File: config.mk
export PLATFORM = sky130hd
export DESIGN_NAME = sram_write_cycle
export DESIGN_NICKNAME = d
export VERILOG_FILES = /design/src/rtl/sram_pkg.sv /design/src/rtl/sram_phase_counter.sv /design/src/rtl/sram_write_cycle.sv
export SDC_FILE = /design/constraint.sdc
export NUM_CORES = 1
export LEC_CHECK = 0
export ABC_AREA = 1
export CELL_PAD_IN_SITES_DETAIL_PLACEMENT = 1
export CELL_PAD_IN_SITES_GLOBAL_PLACEMENT = 1
export CORE_MARGIN = 4
export CORE_UTILIZATION = 36
export CTS_CLUSTER_DIAMETER = 100
export DETAILED_ROUTE_END_ITERATION = 10
export PLACE_DENSITY = 0.77
export SLEW_MARGIN = 10
export SYNTH_ARGS = -nofsm -noshare
export SYNTH_HDL_FRONTEND = slang
export SYNTH_SLANG_ARGS = --single-unit
File: constraint.sdc
create_clock -name clk_in -period 2.5 [get_ports clk_in]
set_input_delay 0.75 -clock clk_in [delete_from_list [all_inputs] [get_ports clk_in]]
set_output_delay 0.75 -clock clk_in [all_outputs]
set_load 0.02 [all_outputs]
File: src/rtl/sram_pkg.sv
// Shared constants, state encoding and phase-length helpers for the SRAM
// read/write sequencers.
package sram_pkg;

  localparam int ADDR_W = 9;
  localparam int DATA_W = 8;
  localparam int CNT_W  = 16;

  localparam logic [ADDR_W-1:0] ADDR_IDLE = 9'h1FF;
  localparam logic [DATA_W-1:0] DATA_IDLE = 8'hFF;

  typedef enum logic [1:0] {
    ST_IDLE    = 2'd0,
    ST_ACTIVE  = 2'd1,
    ST_RELEASE = 2'd2
  } state_e;

  // A zero phase unit would collapse the timeline, so it behaves as one tick.
  function automatic logic [7:0] clamp_k(input logic [7:0] k);
    return (k == 8'd0) ? 8'd1 : k;
  endfunction

  function automatic logic [7:0] clamp_h(input logic [7:0] h);
    return (h == 8'd0) ? 8'd1 : h;
  endfunction

endpackage

File: src/rtl/sram_phase_counter.sv
// Tick counter for SRAM cycle phases; flags the counts at which the next
// phase transition must be registered.
module sram_phase_counter
  import sram_pkg::*;
(
  input  logic       clk,
  input  logic       rst_n,
  input  logic       clr,
  input  logic       en,
  input  logic [7:0] kq,
  input  logic [7:0] hq,
  output logic       hit_one,
  output logic       hit_half,
  output logic       hit_close,
  output logic       hit_end
);

  logic [CNT_W-1:0] cnt_q;
  logic [CNT_W-1:0] cnt_d;
  logic [CNT_W-1:0] k_ext;
  logic [CNT_W-1:0] h_ext;

  always_comb begin
    k_ext = {8'd0, kq};
    h_ext = {8'd0, hq};
    cnt_d = cnt_q;
    if (clr) begin
      cnt_d = '0;
    end else if (en) begin
      cnt_d = cnt_q + CNT_W'(1);
    end
  end

  // Thresholds peak at 4*255+255-1, well inside the counter range.
  always_comb begin
    hit_one   = (cnt_q == CNT_W'(1));
    hit_half  = (cnt_q == (k_ext << 1));
    hit_close = (cnt_q == ((k_ext << 2) - CNT_W'(1)));
    hit_end   = (cnt_q == ((k_ext << 2) + h_ext - CNT_W'(1)));
  end

  always_ff @(posedge clk) begin
    if (!rst_n) begin
      cnt_q <= '0;
    end else begin
      cnt_q <= cnt_d;
    end
  end

endmodule

File: src/rtl/sram_write_cycle.sv
// One timed SRAM write cycle per start pulse; all pins are registered.
// Optional multi-word burst is enabled by defining SRAM_WRITE_BURST_EN.
module sram_write_cycle
  import sram_pkg::*;
(
  input  logic              clk_in,
  input  logic              reset_in,
  input  logic              start_in,
  input  logic [7:0]        clk_factor,
  input  logic [7:0]        hold_delay,
  input  logic [ADDR_W-1:0] a_in,
  input  logic [DATA_W-1:0] d_in,
`ifdef SRAM_WRITE_BURST_EN
  input  logic [ADDR_W-1:0] burst_len_in,
  output logic              d_req,
`endif
  output logic              clk_out,
  output logic              cen_out,
  output logic              wen_out,
  output logic [ADDR_W-1:0] a_out,
  output logic [DATA_W-1:0] d_out,
  output logic              d_oe,
  output logic              writing,
  output logic              done
);

  state_e            state_q, state_d;
  logic              start_r_q;
  logic [ADDR_W-1:0] addr_q, addr_d;
  logic [DATA_W-1:0] data_q, data_d;
  logic [7:0]        kq_q, kq_d;
  logic [7:0]        hq_q, hq_d;
  logic              clk_out_q, clk_out_d;
  logic              cen_q, cen_d;
  logic              wen_q, wen_d;
  logic [ADDR_W-1:0] a_out_q, a_out_d;
  logic [DATA_W-1:0] d_out_q, d_out_d;
  logic              d_oe_q, d_oe_d;
  logic              writing_q, writing_d;
  logic              done_q, done_d;
`ifdef SRAM_WRITE_BURST_EN
  logic [ADDR_W-1:0] words_left_q, words_left_d;
  logic              relaunch_q, relaunch_d;
  logic              d_req_q, d_req_d;
`endif

  logic cnt_clr;
  logic cnt_en;
  logic hit_one;
  logic hit_half;
  logic hit_close;
  logic hit_end;

  sram_phase_counter u_phase_counter (
    .clk       (clk_in),
    .rst_n     (reset_in),
    .clr       (cnt_clr),
    .en        (cnt_en),
    .kq        (kq_q),
    .hq        (hq_q),
    .hit_one   (hit_one),
    .hit_half  (hit_half),
    .hit_close (hit_close),
    .hit_end   (hit_end)
  );

  always_comb begin
    state_d   = state_q;
    addr_d    = addr_q;
    data_d    = data_q;
    kq_d      = kq_q;
    hq_d      = hq_q;
    clk_out_d = clk_out_q;
    cen_d     = cen_q;
    wen_d     = wen_q;
    a_out_d   = a_out_q;
    d_out_d   = d_out_q;
    d_oe_d    = d_oe_q;
    writing_d = writing_q;
    done_d    = 1'b0;
    cnt_clr   = 1'b0;
    cnt_en    = 1'b0;
`ifdef SRAM_WRITE_BURST_EN
    words_left_d = words_left_q;
    relaunch_d   = 1'b0;
    d_req_d      = 1'b0;
`endif

    unique case (state_q)
      ST_IDLE: begin
        cnt_clr = 1'b1;
        if (start_r_q) begin
          // Acceptance edge: the counter reads 1 afterwards so each
          // threshold compare fires one tick before its phase edge.
          cnt_clr   = 1'b0;
          cnt_en    = 1'b1;
          state_d   = ST_ACTIVE;
          addr_d    = a_in;
          data_d    = d_in;
          kq_d      = clamp_k(clk_factor);
          hq_d      = clamp_h(hold_delay);
          clk_out_d = 1'b0;
          writing_d = 1'b1;
`ifdef SRAM_WRITE_BURST_EN
          words_left_d = burst_len_in;
`endif
        end
      end

      ST_ACTIVE: begin
        cnt_en = 1'b1;
`ifdef SRAM_WRITE_BURST_EN
        if (relaunch_q) begin
          data_d    = d_in;
          clk_out_d = 1'b0;
        end
`endif
        if (hit_one) begin
          cen_d   = 1'b0;
          wen_d   = 1'b0;
          a_out_d = addr_q;
          d_out_d = data_q;
          d_oe_d  = 1'b1;
        end
        if (hit_half) begin
          clk_out_d = 1'b1;
        end
        if (hit_close) begin
          cen_d   = 1'b1;
          wen_d   = 1'b1;
          state_d = ST_RELEASE;
        end
      end

      ST_RELEASE: begin
        cnt_en = 1'b1;
        if (hit_end) begin
          cnt_clr   = 1'b1;
          d_oe_d    = 1'b0;
          a_out_d   = ADDR_IDLE;
          d_out_d   = DATA_IDLE;
          writing_d = 1'b0;
          done_d    = 1'b1;
          state_d   = ST_IDLE;
`ifdef SRAM_WRITE_BURST_EN
          if (words_left_q != '0) begin
            // Counter restarts at 0; the next edge acts as the word's E1.
            words_left_d = words_left_q - 1'b1;
            addr_d       = addr_q + 1'b1;
            d_req_d      = 1'b1;
            relaunch_d   = 1'b1;
            writing_d    = 1'b1;
            done_d       = 1'b0;
            state_d      = ST_ACTIVE;
          end
`endif
        end
      end

      default: begin
        state_d = ST_IDLE;
        cnt_clr = 1'b1;
      end
    endcase
  end

  always_ff @(posedge clk_in) begin
    if (!reset_in) begin
      state_q   <= ST_IDLE;
      start_r_q <= 1'b0;
      addr_q    <= ADDR_IDLE;
      data_q    <= DATA_IDLE;
      kq_q      <= 8'd1;
      hq_q      <= 8'd1;
      clk_out_q <= 1'b1;
      cen_q     <= 1'b1;
      wen_q     <= 1'b1;
      a_out_q   <= ADDR_IDLE;
      d_out_q   <= DATA_IDLE;
      d_oe_q    <= 1'b0;
      writing_q <= 1'b0;
      done_q    <= 1'b0;
`ifdef SRAM_WRITE_BURST_EN
      words_left_q <= '0;
      relaunch_q   <= 1'b0;
      d_req_q      <= 1'b0;
`endif
    end else begin
      state_q   <= state_d;
      start_r_q <= start_in;
      addr_q    <= addr_d;
      data_q    <= data_d;
      kq_q      <= kq_d;
      hq_q      <= hq_d;
      clk_out_q <= clk_out_d;
      cen_q     <= cen_d;
      wen_q     <= wen_d;
      a_out_q   <= a_out_d;
      d_out_q   <= d_out_d;
      d_oe_q    <= d_oe_d;
      writing_q <= writing_d;
      done_q    <= done_d;
`ifdef SRAM_WRITE_BURST_EN
      words_left_q <= words_left_d;
      relaunch_q   <= relaunch_d;
      d_req_q      <= d_req_d;
`endif
    end
  end

  assign clk_out = clk_out_q;
  assign cen_out = cen_q;
  assign wen_out = wen_q;
  assign a_out   = a_out_q;
  assign d_out   = d_out_q;
  assign d_oe    = d_oe_q;
  assign writing = writing_q;
  assign done    = done_q;
`ifdef SRAM_WRITE_BURST_EN
  assign d_req   = d_req_q;
`endif

endmodule

# Yosys cells after proc, flatten, opt, wreduce, memory -nomap -nowiden
# Index checks and enable logic that the tools add are counted.
# op_classes
n_addsub	4
eq_ne	11
muxes	27
bitwise_logic	1
reduce_logical	16
# op_table
cell	count
== test 16 bit	2
2-to-1 mux 8 bit	4
2-to-1 mux 9 bit	2
one-hot mux 9 bit (2 select lines)	1
adder 16 x 1 -> 16 bit, second input constant	1
== test 16 x 1 -> 1 bit, second input constant	1
== test 16 x 9 -> 1 bit	1
zero test 8 bit	2
one-hot mux 8 bit (2 select lines)	1
subtractor 16 x 1 -> 16 bit, second input constant	1
AND reduction 3 bit	4
adder 10 x 8 -> 11 bit	1
subtractor 10 x 1 -> 11 bit, second input constant	1
2-to-1 mux 1 bit	10
inequality test 2 bit, second input constant	5
one-hot mux 1 bit (2 select lines)	4
nonzero test 2 bit	4
2-to-1 mux 2 bit	3
one-hot mux 2 bit (3 select lines)	1
AND reduction 2 bit	3
OR reduction 2 bit	2
one-hot mux 1 bit (3 select lines)	1
== test 2 x 1 -> 1 bit, second input constant	1
== test 2 bit, second input constant	1
other kinds (2)	2
# word_totals
ff_bits	74
input_bits	36
output_inout_bits	23
elab_cells	73

# Logic depth before layout (Yosys ltp)
# logic_depth
depth_word	6
mapped_depth	21
ltp_nobuf	21

# Modules after synthesis
# From an unflattened synthesis, not the netlist that was laid out.
# unflattened
hier_cells	632
area_unflattened_um2	4367.9
# modules_own_cells
module	instances	cells_each	area_each_um2	seq_area_each_um2
sram_write_cycle	1	297	2302.2	1161.1
sram_phase_counter	1	335	2065.7	320.3

# Worst setup path after synthesis
# Ideal clock, no wire load.
# synth_path
path_kind	reg-to-reg
start	register kq_q[0]
end	register a_out_q[0] (netlist: a_out[0])
setup_ns	0.146
arrival_ns	2.473
required_time_ns	2.354
setup_slack_ns	-0.118
stages_incl_launch_ff	22
path_buffers	1
synth_period_minus_slack_ns	2.618
path_cell_list	dfxtp_1 > ha_1 > fa_1 > nand2_1 > nand2_2 > nand2_1 > nand2_1 > nand2_2 > nand2_1 > nor2_4 > nand3_2 > nand2_1 > nand2_1 > inv_2 > nand2_1 > nor2_2 > nand2_2 > nand2_4 > nand2_4 > buf_6 > nand2_2 > o211ai_2
# synth_between
elab_chain_cells	5
# synth_rtl
item	line_no	rtl
start: declaration	sram_write_cycle.sv:31	logic [7:0] kq_q, kq_d;
start signal: assignment	sram_write_cycle.sv:193	kq_q <= kq_d;
adder 10 x 8 -> 11 bit	sram_phase_counter.sv:39	hit_end = (cnt_q == ((k_ext << 2) + h_ext - CNT_W'(1)));
subtractor 16 x 1 -> 16 bit	sram_phase_counter.sv:39	
== test 16 bit	sram_phase_counter.sv:39	
inequality test 2 bit (no source line)	-	
AND reduction 3 bit (no source line)	-	
end signal: assignment	sram_write_cycle.sv:198	a_out_q <= a_out_d;
end: declaration	sram_write_cycle.sv:36	logic [ADDR_W-1:0] a_out_q, a_out_d;
# No other way between the ends.
# A chain may end at the register's enable or synchronous reset.

# Final worst setup path
# layout_path
start	register kq_q[0]
end	register a_out_q[1] (netlist: a_out[1])
# Same word-level chain as after synthesis.

==> results_dict.tcl <==
set metrics [dict create \
    setup_ws_ns -0.305 \
    yosysTopAreaCell "dfxtp_1" \
    hold_class "flop to flop" \
    port_buffers 58 \
    async_flop_share_pct 0 \
    dp_slack_ns -0.280 \
    synthFlopType "dfxtp_1" \
    p_per_area_mw_per_mm2 577 \
    grt.total_usage_pct 20.0 \
    htree_num_levels 3 \
    hpwl_um 10200 \
    syn2layout_area_growth_pct 36.7 \
    worst-slew-pin-transition_ns 0.787 \
    synthDistinctLibCells 41 \
    grt-ovfl-total 0 \
    hold_start "writing" \
    synth_fp_nets 669 \
    fin_skew_ns 0.00674 \
    avgSynthCellArea_sq_um 7.09 \
    synthAdderAreaFrac_pct 4.45 \
    ff2ff_setup_slack_ns -0.31 \
    fin_crit_sh_pct 112 \
    fin_nets 760 \
    core_area_sq_mm 0.0120 \
    top_layer "met4" \
    worst-setup-path-type "flop to flop" \
    drv_slew 0 \
    dp_cells 833 \
    clkLatencyLatePin_ns 0.33 \
    synth-edff-count 0 \
    routedWlPerCell_um 16.5 \
    die_w_um 118 \
    hold_depth 2 \
    endpoint_kind "flop" \
    yosysWarnings 0 \
    gp_congestion 0.870 \
    leakagePower_nw 2.65 \
    drive_gt1_share_pct 22.7 \
    worstSetupStartpointType "flop" \
    clock-sinks 74 \
    via_per_inst 5.12 \
    first_global_vias 4788 \
    synthTopCellsByCount "nand2_1, dfxtp_1, nor2_1" \
    ctsHoldBuffers 0 \
    synth_area_sq_mm 0.00438 \
    syn_inst 618 \
    cp_data_arrival_time_ns 3.01 \
    fmaxAchievable_ghz 0.356 \
    final_cell_count_no_fill 861 \
    rsz0062_at_grt "true" \
    start_util_pct 36.7 \
    vias 4407 \
    cts_tree "built" \
    grt_max_degree 47 \
    reg2reg_to "a_out[1]" \
    io_pins 59 \
    dr_wl_met2_um 7490 \
    cap_violations 0 \
    insertedDiodeCount 0 \
    antenna_found_initial 0 \
    wl_met1_um 6060 \
    period_minus_slack_ns 2.81 \
    finish.utilization_pct 50.1 \
    row_count 40 \
    ys_ff_latch 74 \
    synth_top_area_share_pct 33.8 \
    status "finished with violations" \
    violations "negative setup slack" \
    worstHoldEndpoint "writing" \
    yosys.area_share.simple_pct 35.3 \
    clk_path_buf_depth 2 \
    rr_worst_depth 18 \
    clk_pin_slew_ns 0.06 \
    grt_pass1_wl_um 23100 \
    total_power_mw 3.46 \
    vdd_drop_max_v 0.000281 \
    wl_um 14200 \
    firstDrtPassIters 4 \
    fp.dieH_um 118 \
    max-slew-margin-rel_pct 47.0 \
    synth_xor_area_share_pct 5.99 \
    synthMuxAreaShare_pct 0 \
    setup_viol 38 \
    drc 0 \
    drt_iter0_drc 209 \
    synth_most_common_cell "nand2_1" \
    numCtsBuffers 9 \
    final_hold_viol_count 0 \
    yosys-top-cells-area "dfxtp_1, nand2_1, nand3_1" \
    root_buffer "clkbuf_16" \
    synth_top_family_by_area "simple AND/OR/NAND/NOR gates" \
    crit_path_max_fanout 7 \
    cp.required_ns 2.71 \
    route.met3.wl_um 317 \
    die_area_sq_mm 0.0140 \
    antenna_left 0 \
    synth_compound_area_share_pct 11.7 \
    r2r-start "kq_q[0]" \
    seq_area_frac_synth_pct 33.8 \
]
[critical path, stage by stage, from the launching register on]
cell and delay, ns:
dfxtp_2 0.35, ha_4 0.14, fa_2 0.46, inv_4 0.11, nand3_4 0.08, nor2_2 0.12
buf_4 0.12, nand3_1 0.07, nand2_1 0.09, a21oi_1 0.08, nor2_1 0.13, nand3_1 0.10
nor2_2 0.17, nand2_2 0.11, nand2_4 0.10, nand2_8 0.09, buf_12 0.20, nand2_2 0.07
o211ai_2 0.07
[layout make-up]
type                       count  area, sq um
clock buffer                  12          236
clock inverter                 4         52.6
fill                        1464         5970
inverter                      63          239
multi-input combinational    453         2760
sequential                    74         1480
tap                          147          184
timing repair buffer         108         1030
[cell families after synthesis]
kind of cell               after synthesis
xor gates and xnor gates                30
buffers and inverters                   91
AOI/OAI and AO/OA                       70
adders and majority gates               15
and+or+nand+nor                        338
DFF                                     74
[how the worst max path moves through the flow]
stage                  from  cells past startpoint  slack [ns]        to
global route        kq_q[0]                     20       -0.49  a_out[1]
detailed placement  hq_q[2]                     17       -0.28  a_out[8]
CTS                 hq_q[2]                     19       -0.21  d_out[2]
global placement    hq_q[2]                     17       -0.19  a_out[8]
finish              kq_q[0]                     18       -0.31  a_out[1]
floorplan           kq_q[0]                     19        0.01  a_out[0]
[through the flow]
| step | area [sq um] | setup TNS [ns] | hold slack, ns |
|---|---|---|---|
| floorplan | 4420 | 0 | 0.443 |
| global placement | 5340 | -6.16 | 0.450 |
| detailed placement | 5340 | -9.25 | 0.456 |
| CTS | 5880 | -6.64 | 0.466 |
| global route | 5990 | -16.88 | 0.479 |
| finish | 5990 | -9.74 | 0.466 |
[power by group]
group          leakage [nW]  total [mW]  internal, mW  switching [mW]
Sequential            0.605        1.31          1.25          0.0634
Clock                 0.141        1.25         0.775           0.480
Combinational          1.91       0.890         0.378           0.512
[placed cells by master, fill, tap and decap left out, drive strengths merged]
cell type,instances
a211o,1
a211oi,1
a21oi,22
a41oi,1
buf,51
bufinv,1
clkbuf,12
clkdlybuf4s50,57
clkinv,4
dfxtp,74
fa,1
ha,14
inv,62
nand2,170
nand3,65
nand3b,1
nand4,9
nor2,75
nor3,8
nor4,7
o211ai,20
o21ai,20
o22ai,4
o41ai,1
or2,2
or4,1
xnor2,5
xor2,25
[state kept, by name, summed over array words and instances (netlist names), 2 cells and up]
register               cells
data_q                     8
kq_q                       8
addr_q                     9
a_out                      9
u_phase_counter.cnt_q     16
state_q                    2
hq_q                       8
d_out                      8
[repair_timing]
item                       CTS  global route
setup buffers                9             1
cloned                       2             0
setup endpoints to repair   38            38
pin swaps                   20            15
gates resized for setup     35            27
[routing by layer]
layer,track usage (%),vias to the layer above
li1,-,2180
met1,23.9,2132
met2,36.5,71
met3,2.92,24
met4,6.96,0
met5,0,-
No activity file was read; power rests on OpenSTA's default activity.
==> variant 1, RTL diff (same settings) <==
Add a define of `SRAM_WRITE_BURST_EN`.
--- a/src/rtl/sram_write_cycle.sv
+++ b/src/rtl/sram_write_cycle.sv
@@ -1,5 +1,7 @@
 // One timed SRAM write cycle per start pulse; all pins are registered.
 // Optional multi-word burst is enabled by defining SRAM_WRITE_BURST_EN.
+`define SRAM_WRITE_BURST_EN
+
 module sram_write_cycle
   import sram_pkg::*;
 (
Ports: changed (added burst_len_in and d_req); port bits go from 59 to 69. No check against the original RTL was run, so the function may have changed too.
==> variant 1 against the original RTL <==
The run still ends with setup timing left. Sequential cell count is 10 higher. Non-clock buffer count is 20 higher. Wire length is 22% higher. Setup slack got worse by 0.30 ns. Sequential share of layout area decreased by 0.89 points. Via count up 25%. Worst hold slack improved by 0.010 ns. Final area up 18%. Critical path depth unchanged. Synthesized area increased by 19%.
Power is not compared: it rests on default switching activity, and its combinational part moved more than twofold at a synthesized area within 25%.
==> variant 1: results (changes against the original RTL) <==
- Slowest-stage cell, CP: fa_2
- Worst EP arrival: 3.39 ns (+0.38 ns)
- Area after DPL: 6431 µm² (+21%)
- Overall Global Routing Usage: 0.2149 (+0.01456)
- CTS clock-pin slew for the worst setup and hold paths: 0.07 ns
- LEAKAGE: approximately 0.0032 µW
- Slew margin rel.: 0.4742 (+0.004110)
- DRC violations left: 0 (unchanged)
- Port Buffers: 68 (+17%)
- Run status: finished with violations
- Synth top cells by count: nand2_1, inv_1, nor2_1
- Pin count of the biggest net entering global routing: 30 (-36%)
- Clock skew: 0.006707 ns (-0.00003125 ns)
- Dominant synthesized flop cell: dfxtp_1
- Fmax: 321.8 MHz (-9.7%)
- Routed wire length: 17.27 mm (+22%)
- Sequential share of the synthesized area: 0.3213 (-0.01660)
- Reg with most FFs: u_phase_counter.cnt_q
- # diodes: 0 (unchanged)
- CTS root buf: clkbuf_16
- Number of flip-flops in the largest register: 16 (unchanged)
- Synthesis Warnings: 0 (unchanged)
- CTS H-tree depth: 3 (unchanged)
- Min-delay worst type: flip-flop to flip-flop
- Initial DRC count: 218 (+4.3%)
- Layout Nets: 931 (+23%)
- Filler cell count: 1766 (+21%)
- Place WS: -0.5550 ns (-0.2748 ns)
- Antenna violations before repair: 0 (unchanged)
- Sw Ratio: 0.4553
- Worst VDD drop: ~680 µV
- # setup viols final: 57 (+50%)
- Proportion of layout cells with a drive suffix above 1: 0.1819 (-0.04497)
- Synth area leaders: dfxtp_1, nand2_1, inv_1, nor2_1, nand3_1
- GR Overflow Total: 0 (unchanged)
- Fin Setup TNS: -31.84 ns (-22.10 ns)
- Vias in the first global route: 5935 (+24%)
- Failing checks: setup timing
- Final WS setup: -0.6076 ns (-0.3023 ns)
- Via density: 5.212 (+1.8%)
- Post-synth cell types: 38 (-7.3%)
- Post-synth ARST share: 0 (unchanged)
- Clk power: 1350 µW
- Gp weighted congestion: 0.8387 (-3.6%)
- Crit path max fanout: 3 (-4)
- Clock latency on the worst-skew pair: 0.34 ns
- First-pass GRT wire length: 29.07 mm (+26%)
- Synthesized Nets: 825 (+23%)
- Post-DP HPWL: 12.90 mm (+26%)
## variant 1: tightest hold or removal path, cell delays in order, from the launching register on
cell,delay (ns)
dfxtp_1,0.31
nand2_1,0.06
a21oi_1,0.05
## variant 1: final timing paths
| check | startpoint | to | slack (ns) | cells after the start |
|---|---|---|---|---|
| worst min register to register | writing | writing | 0.48 | 2 |
| worst min-delay path | writing | writing | 0.48 | 2 |
| worst max register to register | kq_q[0] | d_req | -0.61 | 18 |
| worst max-delay path | kq_q[0] | d_req | -0.61 | 18 |
## variant 1: per-stage QoR
step                  util  cells  power, µW
detailed placement  0.4580   1028       6314
finish              0.5030   1054       8208
CTS                 0.5005   1054       8208
global route        0.5030   1054       8832
global placement    0.4580   1028       6122
floorplan                -    763       4959
## variant 1: timing repair
item	CTS	global route
gates resized for setup	46	8
pin swaps	7	6
gates cloned	4	0
endpoints found under the setup margin	57	57
setup buffers	6	0
hold buffers	0	0
## variant 1: layout make-up
type / count / area share
Tap cell: 180 / 0.03189
Timing Repair Buffer: 128 / 0.1748
Clock inverter: 6 / 0.009035
Inverter: 92 / 0.04889
Multi-Input combinational cell: 554 / 0.4641
Clock buffer: 10 / 0.03242
Sequential cell: 84 / 0.2388
## variant 1: logic make-up (layout without fill, tap and decap cells)
family	count (synthesis)	count (layout)	share of synthesized area
buf+inv	126	236	0.09706
flops	84	84	0.3213
mux	5	5	0.009563
compound gates	88	88	0.1145
fa+ha+maj	17	17	0.04207
simple gates	399	400	0.3419
xor+xnor	44	44	0.07363
## variant 1: layer usage
metal / track usage / vias to the layer above / wire [µm]
met5: 0 / - / 0
met4: 0.06362 / 0 / 345
met3: 0.03570 / 33 / 528
met2: 0.3837 / 103 / 8731
met1: 0.2655 / 2660 / 7665
li1: - / 2697 / -
==> variant 2, RTL diff (same settings) <==
Made on the original files. Make the reset (`reset_in` and `rst_n`) asynchronous in 2 clocked blocks.
--- a/src/rtl/sram_phase_counter.sv
+++ b/src/rtl/sram_phase_counter.sv
@@ -39,7 +39,7 @@
     hit_end   = (cnt_q == ((k_ext << 2) + h_ext - CNT_W'(1)));
   end
 
-  always_ff @(posedge clk) begin
+  always_ff @(posedge clk or negedge rst_n) begin
     if (!rst_n) begin
       cnt_q <= '0;
     end else begin
--- a/src/rtl/sram_write_cycle.sv
+++ b/src/rtl/sram_write_cycle.sv
@@ -164,7 +164,7 @@
     endcase
   end
 
-  always_ff @(posedge clk_in) begin
+  always_ff @(posedge clk_in or negedge reset_in) begin
     if (!reset_in) begin
       state_q   <= ST_IDLE;
       start_r_q <= 1'b0;
Function: differs if reset_in is asserted again (counterexample within 4 cycles, from zero or initial values and one cycle with reset_in low); with reset_in held inactive, the same outputs for 10 cycles.
==> variant 2 against the original RTL <==
The run still ends with setup timing left. Final area grew 7.5%. Synthesized cell count rose by 3.4%. Sequential cell count unchanged. Setup slack got worse by 0.22 ns. Synthesized area up 11%. Global-route usage increased by 1.3 points. Wire length increased by 5.8%. Non-clock buffer count fell by 1. Count of clock-buffer cells in the layout fell by 3. Clock skew barely moved. Critical path type unchanged. Critical endpoint is now d_out[6]. Largest cell class unchanged.
Power is not compared: it rests on default switching activity, and its combinational part moved more than twofold at a synthesized area within 25%.
==> variant 2: results (changes against the original RTL) <==
- Run status: finished with violations
- Failing checks: setup timing
- Met1 WL: 6.214 mm (+2.5%)
- Filler cell count: 1635 (+12%)
- Post-synthesis xor/xnor area fraction: 0.05035 (-0.009583)
- Seq. cell area: 1899 µm² (+28%)
- First-pass GRT wire length: 25.36 mm (+9.6%)
- Clock-cell share: 0.05033 (+0.002095)
- Final WS setup: -0.5206 ns (-0.2152 ns)
- Adder-cell area share of the yosys netlist: 0.04286 (-0.001660)
- Total length of routed met3 wires: 518 µm (+63%)
- Synth area leaders: dfstp_2, dfrtp_1, nand2_1, nor2_1, inv_1
- Slew margin rel.: 0.5809 (+0.1108)
- Inverters: 69 (+9.5%)
- Pin count of the biggest net entering global routing: 43 (-8.5%)
- Syn Area/Cell: 7.584 µm² (+6.9%)
- Synthesized Nets: 691 (+3.3%)
- Sequential share of the synthesized area: 0.3919 (+0.05404)
- Via density: 5.000 (-2.3%)
- Clock skew: 0.006987 ns (+0.0002483 ns)
- Worst r2r path cells: 19 (+1)
- Synth top cells by count: nand2_1, nor2_1, inv_1
- Min-delay worst type: input port to asynchronous set/reset pin
- Gp weighted congestion: 0.8758 (+0.66%)
- Layout non-clock buf frac: 0.1605 (-0.01217)
- Vias in the first global route: 5102 (+6.6%)
- Avg WL per Cell: 16.37 µm (-0.58%)
- Clock latency on the worst-skew pair: 0.35 ns (+0.02 ns)
- Non-clock buffers: 107 (-0.93%)
- Compound-gate portion of the synthesized area: 0.07643 (-0.04087)
- # setup viols final: 38 (unchanged)
- CTS buffer count: 9 (unchanged)
- Layout Nets: 787 (+3.6%)
- Post-DP HPWL: 10.81 mm (+5.9%)
- Proportion of layout cells with a drive suffix above 1: 0.2595 (+0.03257)
- Initial DRC count: 206 (-1.4%)
- Multi-input gate count: 474 (+4.6%)
- Met2 Wirelength: 7.999 mm (+6.7%)
- Cell Count, Final, Fillers Out: 916 (+6.4%)
- Crit path max fanout: 11 (+4)
- Fin Setup TNS: -17.26 ns (-7.523 ns)
- Overall Global Routing Usage: 0.2137 (+0.01334)
- Post-synth ARST share: 1.000 (+1.000)
- Inst Count DP: 894 (+7.3%)
-- variant 2: power breakdown --
group / internal [µW] / leakage, µW / switching [µW]
Clock: 884 / 0.000161 / 555
Sequential: 1860 / 0.000865 / 369
Combinational: 2250 / 0.00199 / 3370
-- variant 2: timing repair --
action / 4_1_cts / 5_1_grt
endpoints found under the setup margin: 38 / 38
resized for setup: 21 / 20
hold endpoints to repair: 0 / 0
cloned: 2 / 0
buffers inserted: 4 / 0
pin swaps: 14 / 14
-- variant 2: final timing paths --
kind	slack, ns	endpoint	from
worst max register to register	-0.52	d_out[6]	kq_q[0]
worst min-delay path	0.37	start_r_q	reset_in
worst max-delay path	-0.52	d_out[6]	kq_q[0]
min in group clk_in	0.47	addr_q[3]	addr_q[3]
max in group asynchronous	1.48	kq_q[0]	reset_in
worst min register to register	0.47	addr_q[3]	addr_q[3]
-- variant 2: layer usage --
layer,vias to the layer above,track usage
met5,-,0
met4,0,0.07734
met3,19,0.03633
met2,81,0.3846
met1,2255,0.2554
li1,2225,-
-- variant 2: metrics by stage --
stage / area, µm² / setup WS, ns
after floorplan: 4875 / -0.2547
after global placement: 5868 / -0.3944
after detailed placement: 5868 / -0.4824
after CTS: 6350 / -0.4673
after global routing: 6439 / -0.7260
final: 6439 / -0.5206
-- variant 2: critical path, stage by stage (launching register included) --
cell and delay (ns):
dfstp_2 0.55, ha_4 0.14, fa_2 0.46, inv_2 0.10, buf_6 0.12, nand3_2 0.08
nand2_2 0.07, nand3_1 0.09, nand2_1 0.10, nand3_2 0.09, nor2_2 0.09, nand3_1 0.07
nor2_1 0.09, nand2_1 0.10, nor2_4 0.16, nand3_4 0.11, nand2_4 0.11, nand2_8 0.11
buf_12 0.19, o21ai_2 0.13
